==> src/rtl/timer_counter_if.sv <==
// Peripheral bus port of the timer: window-decoded write strobe,
// byte address, write data, same-cycle read data and interrupt.
interface timer_counter_if;
   logic [31:0] addr;
   logic        we;
   logic [31:0] din;
   logic [31:0] dout;
   logic        irq;

   modport master (
      output addr, we, din,
      input  dout, irq
   );

   modport slave (
      input  addr, we, din,
      output dout, irq
   );
endinterface

==> src/rtl/timer_counter.sv <==
// Memory-mapped programmable down-counter with one-shot and
// auto-reload modes; decodes addr[3:2] for CTRL/PRESET/COUNT.
module timer_counter #(
   parameter int COUNT_W = 32
) (
   input logic         clk,
   input logic         reset,
   timer_counter_if.slave bus
);

   typedef enum logic [1:0] {
      IDLE = 2'd0,
      LOAD = 2'd1,
      CNT  = 2'd2,
      INT  = 2'd3
   } state_t;

   state_t             state, state_nx;
   logic [3:0]         ctrl, ctrl_nx;
   logic [COUNT_W-1:0] preset, preset_nx;
   logic [COUNT_W-1:0] count, count_nx;
   logic               irq_flag, irq_flag_nx;

   logic       en;
   logic [1:0] mode;
   logic       im;
   logic       wr_ctrl;
   logic       wr_preset;
   logic       last;
   logic       unused_bits;

   assign en        = ctrl[0];
   assign mode      = ctrl[2:1];
   assign im        = ctrl[3];
   assign wr_ctrl   = bus.we && (bus.addr[3:2] == 2'd0);
   assign wr_preset = bus.we && (bus.addr[3:2] == 2'd1);
   assign last      = (count <= COUNT_W'(1));

   assign unused_bits = ^{bus.addr[31:4], bus.addr[1:0], bus.din};

   always_ff @(posedge clk) begin
      if (reset) begin
         state    <= IDLE;
         ctrl     <= '0;
         preset   <= '0;
         count    <= '0;
         irq_flag <= 1'b0;
      end else begin
         state    <= state_nx;
         ctrl     <= ctrl_nx;
         preset   <= preset_nx;
         count    <= count_nx;
         irq_flag <= irq_flag_nx;
      end
   end

   always_comb begin
      state_nx    = state;
      ctrl_nx     = ctrl;
      preset_nx   = preset;
      count_nx    = count;
      irq_flag_nx = irq_flag;

      unique case (state)
         IDLE: begin
            if (en) state_nx = LOAD;
         end
         LOAD: begin
            count_nx = preset;
            state_nx = en ? CNT : IDLE;
         end
         CNT: begin
            if (!en) begin
               state_nx = IDLE;
            end else if (last) begin
               count_nx = '0;
               state_nx = INT;
            end else begin
               count_nx = count - COUNT_W'(1);
            end
         end
         INT: begin
            if (mode == 2'd1) begin
               state_nx = LOAD;
            end else begin
               state_nx   = IDLE;
               ctrl_nx[0] = 1'b0;
            end
         end
         default: state_nx = IDLE;
      endcase

      if (wr_preset) preset_nx = bus.din[COUNT_W-1:0];

      // CPU write overrides the hardware EN-clear and acks the flag
      if (wr_ctrl) begin
         ctrl_nx     = bus.din[3:0];
         irq_flag_nx = 1'b0;
      end

      if (state == INT && mode == 2'd1) irq_flag_nx = 1'b0;

      // expiry beats a simultaneous ack
      if (state == CNT && en && last) irq_flag_nx = 1'b1;
   end

   always_comb begin
      bus.dout = '0;
      unique case (bus.addr[3:2])
         2'd0: bus.dout = {28'd0, ctrl};
         2'd1: bus.dout = 32'(preset);
         2'd2: bus.dout = 32'(count);
         2'd3: bus.dout = '0;
         default: bus.dout = '0;
      endcase
      bus.irq = irq_flag & im;
   end

endmodule

==> src/flat_wrapper.sv <==
// flat-port wrapper written by rule: the top's interface ports become plain ports
module timer_counter_flat 
#(
   parameter int COUNT_W = 32
)
  (clk, reset, bus_addr, bus_we, bus_din, bus_dout, bus_irq);
  timer_counter_if bus_i ();
  input logic clk;
  input logic reset;
  input wire logic [$bits(bus_i.addr)-1:0] bus_addr;
  input wire logic [$bits(bus_i.we)-1:0] bus_we;
  input wire logic [$bits(bus_i.din)-1:0] bus_din;
  output wire logic [$bits(bus_i.dout)-1:0] bus_dout;
  output wire logic [$bits(bus_i.irq)-1:0] bus_irq;
  assign bus_i.addr = bus_addr;
  assign bus_i.we = bus_we;
  assign bus_i.din = bus_din;
  assign bus_dout = bus_i.dout;
  assign bus_irq = bus_i.irq;
  timer_counter #(.COUNT_W(COUNT_W)) u_core (.clk(clk), .reset(reset), .bus(bus_i));
endmodule
==> config.mk <==
export PLATFORM = sky130hd
export DESIGN_NAME = timer_counter_flat
export DESIGN_NICKNAME = d
export VERILOG_FILES = /design/src/rtl/timer_counter_if.sv /design/src/rtl/timer_counter.sv /design/src/flat_wrapper.sv
export SDC_FILE = /design/constraint.sdc
export NUM_CORES = 1
export LEC_CHECK = 0
export ABC_AREA = 1
export ABC_CLOCK_PERIOD_IN_PS = 2000
export BUFFER_PORTS_ARGS = -buffer_cell sky130_fd_sc_hd__buf_2
export CAP_MARGIN = 20
export CELL_PAD_IN_SITES_DETAIL_PLACEMENT = 1
export CELL_PAD_IN_SITES_GLOBAL_PLACEMENT = 1
export CORE_ASPECT_RATIO = 1.4
export CORE_MARGIN = 2
export CORE_UTILIZATION = 37
export CTS_CLUSTER_DIAMETER = 50
export CTS_CLUSTER_SIZE = 16
export DETAILED_ROUTE_END_ITERATION = 8
export PLACE_DENSITY = 0.87
export SLEW_MARGIN = 10
export SYNTH_ARGS = -nofsm -noshare
export SYNTH_HDL_FRONTEND = slang
export SYNTH_SLANG_ARGS = --single-unit
export TNS_END_PERCENT = 50
==> constraint.sdc <==
create_clock -name clk -period 2 [get_ports clk]
set_input_delay 0.3 -clock clk [delete_from_list [all_inputs] [get_ports clk]]
set_output_delay 0.3 -clock clk [all_outputs]
set_load 0.02 [all_outputs]
# ---- Word level (Yosys, flattened, before mapping)
# Index checks and enable logic that the tools add are counted.
dict set report classes {
  addsub 1
  magnitude_cmp 1
  eq_ne 11
  n_mux 16
  bitwise 1
  reduce_logical 13
}
# operator count
set op_table {}
lappend op_table {{32-bit one-hot mux with 4 select lines} 1}
lappend op_table {{32-bit 2-to-1 mux} 2}
lappend op_table {{32-bit one-hot mux with 2 select lines} 1}
lappend op_table {{32-bit by 1-bit less-or-equal comparator with 1-bit output, second input constant} 1}
lappend op_table {{32-bit by 1-bit subtractor with 32-bit output, second input constant} 1}
lappend op_table {{2-bit equality test, second input constant} 4}
lappend op_table {{2-bit 2-to-1 mux} 4}
lappend op_table {{2-bit one-hot mux with 4 select lines} 1}
lappend op_table {{1-bit 2-to-1 mux} 7}
lappend op_table {{2-bit by 1-bit equality test with 1-bit output, second input constant} 3}
lappend op_table {{2-bit by 1-bit != test with 1-bit output, second input constant} 3}
lappend op_table {{2-bit AND reduction} 3}
lappend op_table {{1-bit logical AND} 5}
lappend op_table {{2-bit zero test} 2}
lappend op_table {{2-bit nonzero test} 2}
lappend op_table {{3-bit != test, second input constant} 1}
lappend op_table {{3-bit nonzero test} 1}
lappend op_table {{1-bit AND} 1}
dict set report word_totals {
  regBits 71
  in_bits 67
}

# ---- Depth between registers and ports, before layout
dict set report depth {
  ltp_word 5
  mapped_depth 11
  depth_no_buf 11
}

# ---- Worst setup path before layout
# OpenSTA, ideal clock, no wires.
dict set report synth_timing {
  path_kind {register -> register}
  startpoint {register u_core.count[0]}
  endpoint {register u_core.count[12]}
  t_arrival_ps 1494
  setup_slack_ps 440
  path_stages_with_launch 11
  path_buffers 1
  period_less_slack_ps 1560
  cell_sequence {dfxtp_1 -> inv_1 -> ha_1 -> nand2_2 -> nor2_2 -> nor2_4 -> nor2_4 -> nor2_4 -> buf_6 -> nand2_2 -> a21oi_2}
}
dict set report synth_via {
  elab_chain_len 4
}
# item line_no
set synth_lines {}
lappend synth_lines {{start, declared} timer_counter.sv:21} ;# logic [COUNT_W-1:0] count, count_nx;
lappend synth_lines {{start signal, assigned} timer_counter.sv:52} ;# count <= count_nx;
lappend synth_lines {{32-bit by 1-bit subtractor with 32-bit output or 32-bit by 1-bit less-or-equal comparator with 1-bit output (tied branches)} {timer_counter.sv:79, timer_counter.sv:37}}
lappend synth_lines {{32-bit 2-to-1 mux *} timer_counter.sv:75} ;# end else if (last) begin
lappend synth_lines {{32-bit 2-to-1 mux *} timer_counter.sv:73} ;# if (!en) begin
lappend synth_lines {{32-bit one-hot mux with 2 select lines *} timer_counter.sv:64} ;# unique case (state)
# Mark *: on every way between the ends. The rest lies on a longest branch, timed or not. The select of a mux whose other input is x is not followed.
# A chain may end at the register's enable or synchronous reset.

# ---- Worst setup path in the final report
dict set report layout_timing {
  startpoint {register u_core.count[0]}
  endpoint {register u_core.count[15]}
}
# Same word-level chain as after synthesis.

==> impl_metrics.py <==
metrics = {
    "status": {
        "status": "complete, no violations",
    },
    "synthesis": {
        "syn_inst": 631,
        "ys_ff_latch": 71,
        "synth_edf_count": 0,
        "synthArstFlopShare_pct": 0,
        "ys.flop_type": "dfxtp_1",
        "ys_warn_count": 0,
        "synth_area_leader_cell": "dfxtp_1",
        "netlist_area_sq_um": 4160,
        "synth_seq_area_share_pct": 34.2,
        "syn_nets": 700,
        "synth_top_area_share_pct": 34.2,
        "ys_types": 30,
        "synthTopCellsByArea": "dfxtp_1 34%, a21oi_1 10%, nand2_1 9.3%, o21ai_0 8.2%, inv_1 7.3%",
        "syn_area_per_cell_sq_um": 6.59,
    },
    "timing": {
        "drv_slew": 0,
        "clock.fmax_ghz": 0.519,
        "worst_pin_slew_ns": 0.563,
        "period_share_pct": 96.4,
        "grt_setup_unrepaired": "no",
        "min_period_ns": 1.93,
        "finalSetupTns_ns": 0,
        "relSlewSlack_pct": 62.4,
        "hold_viol_final": 0,
        "clock-skew-final_ns": 0.00282,
        "finalSetupViolCount": 0,
        "whs_ns": 0.206,
    },
    "cells_and_area": {
        "final_layout_size_suffix_gt1_share_pct": 20.7,
        "diodes": 0,
        "area_growth_pct": 19.4,
        "num-fill-cells": 1497,
        "nets": 767,
        "final_util_pct": 45.4,
        "finish.instance_area_sq_um": 4960,
    },
    "flow_run": {
        "max_cap_viol_count": 0,
    },
    "global_routing": {
        "grt_usage_pct": 24.3,
        "antenna_found_initial": 0,
        "grt_pass1_wl_mm": 23.2,
        "overflow": 0,
        "grt_pass1_vias": 4882,
        "grt_max_degree": 63,
    },
    "setup_path": {
        "cp.arrival_ns": 2.18,
        "crit_required_ns": 2.25,
        "crit_path_end_kind": "flip-flop",
        "critPathLaunchType": "flip-flop",
        "critPathMaxFanout": 16,
        "critPathKind": "flip-flop to flip-flop",
    },
    "clock_network": {
        "clk_latency_ns": 0.34,
        "cts_buffers": 9,
        "htree_levels": 3,
        "clock_path_buffers": 2,
        "ctsHoldBuffers": 0,
        "path_clk_slew_ns": 0.06,
        "cts_tree": "done",
        "clock-sinks": 71,
        "post-cts-setup-buffer-count": 0,
        "root_buffer": "clkbuf_16",
    },
    "die": {
        "std_cell_rows": 45,
        "dieArea_sq_um": 12100,
        "die_width_um": 93.6,
        "ioPinCount": 100,
        "die_h_um": 129,
        "start_util_pct": 38.0,
        "core_area_sq_um": 10900,
    },
    "detailed_routing": {
        "drc_errors": 0,
        "drt_iter0_drc": 153,
        "dr.pass1.iters": 6,
        "ant_nets": 0,
        "wirelength_mm": 14.1,
        "routed_via_density": 5.37,
        "routedWlPerCell_um": 16.7,
        "vias": 4522,
    },
    "place": {
        "io_buffers": 69,
        "hpwlAfterDp_mm": 9.93,
        "place.gp.congestion": 0.926,
        "placed_area_sq_um": 4670,
    },
    "power_and_ir_drop": {
        "power.leakage_nw": 2.18,
        "finalPower_mw": 4.45,
        "vdd_drop_max_uv": 434,
        "p_per_area_nw_per_um2": 898,
    },
    "worst_hold_path": {
        "hold_class": "primary input to flip-flop",
    },
}
stage by stage:
stage          setup WS (ns)  cells
6_report              0.0729    842
5_1_grt               0.0149    842
4_1_cts               0.0232    842
3_5_place_dp         -0.0881    827
3_3_place_gp         0.00893    827
2_1_floorplan          0.440    631
metal layers:
layer | wire length [um] | GRT usage [%] | vias to the layer above
li1 | - | - | 2205
met1 | 5360 | 24.6 | 2215
met2 | 7950 | 48.0 | 69
met3 | 422 | 4.71 | 33
met4 | 373 | 9.29 | 0
met5 | 0 | 0 | -
worst max-delay path, stage by stage (launching register included):
cell     delay, ns
dfxtp_1       0.37
inv_1         0.09
ha_1          0.24
nand2_2       0.09
nor2_2        0.05
nor2_4        0.14
nor2_4        0.07
nor2_4        0.41
nand2_1       0.17
a21oi_1       0.20
layout by cell type, fill, tap and decap left out, types with 28 or more instances in the layout:
| master | synthesis | routed |
|---|---|---|
| o21ai_0 | 68 | 68 |
| nor2_1 | 64 | 64 |
| a21oi_1 | 87 | 87 |
| inv_1 | 81 | 81 |
| o22ai_1 | 28 | 28 |
| buf_2 | 6 | 69 |
| dfxtp_1 | 71 | 71 |
| nand2_1 | 103 | 101 |
cell type report:
type / instances / area (sq um) / share of cell area [%]
timing repair buffer: 86 / 485 / 9.79
tap: 141 / 176 / 3.56
clock inverter: 1 / 5.00 / 0.101
clock buffer: 13 / 260 / 5.25
multi-input combinational: 445 / 2290 / 46.2
sequential: 71 / 1420 / 28.7
inverter: 85 / 322 / 6.48
logic make-up after synthesis:
kind of cell    Yosys count  synth area share [%]
compound gates          204                  26.9
flops                    71                  34.2
fa+ha+maj                 2                 0.602
buf+inv                 116                  11.2
xor+xnor                 16                  3.37
simple gates            222                  23.7
power by group:
| group | internal [mW] | total [mW] | switching [mW] |
|---|---|---|---|
| Sequential | 1.50 | 1.59 | 0.0832 |
| Clock | 0.892 | 1.49 | 0.596 |
| Combinational | 0.462 | 1.38 | 0.917 |
flip-flops by register name, indices dropped and copies added (netlist names):
register and count:
u_core.count 32, u_core.preset 32, u_core.ctrl 4, u_core.state 2, u_core.irq_flag 1
synthesized netlist by cell type, types with 2 or more instances:
master,instances
nand3_2,2
o22ai_1,28
ha_1,2
nor2_4,4
nor2_2,7
inv_2,3
buf_2,6
clkbuf_1,21
o221ai_1,4
a21oi_1,87
nand2_2,15
nand4_1,2
and2_1,6
nor2_1,64
nand3_1,16
dfxtp_1,71
o21ai_1,4
buf_6,3
o21ai_0,68
nor3_2,2
a21oi_2,10
inv_1,81
xor2_1,16
nand2_1,103
path summary, 6_finish.rpt:
path	cells past startpoint	slack, ns	end	from
max	9	0.07	u_core.count[15]	u_core.count[0]
min	2	0.21	u_core.preset[1]	reset
max reg2reg	9	0.07	u_core.count[15]	u_core.count[0]
min reg2reg	2	0.47	u_core.preset[31]	u_core.preset[31]
what timing repair did:
action                     4_1_cts  5_1_grt
gates resized for setup          1        4
setup endpoints to repair       31       29
pin swaps                        1        0
cloned                           1        0
(Power assumes the default switching activity.)
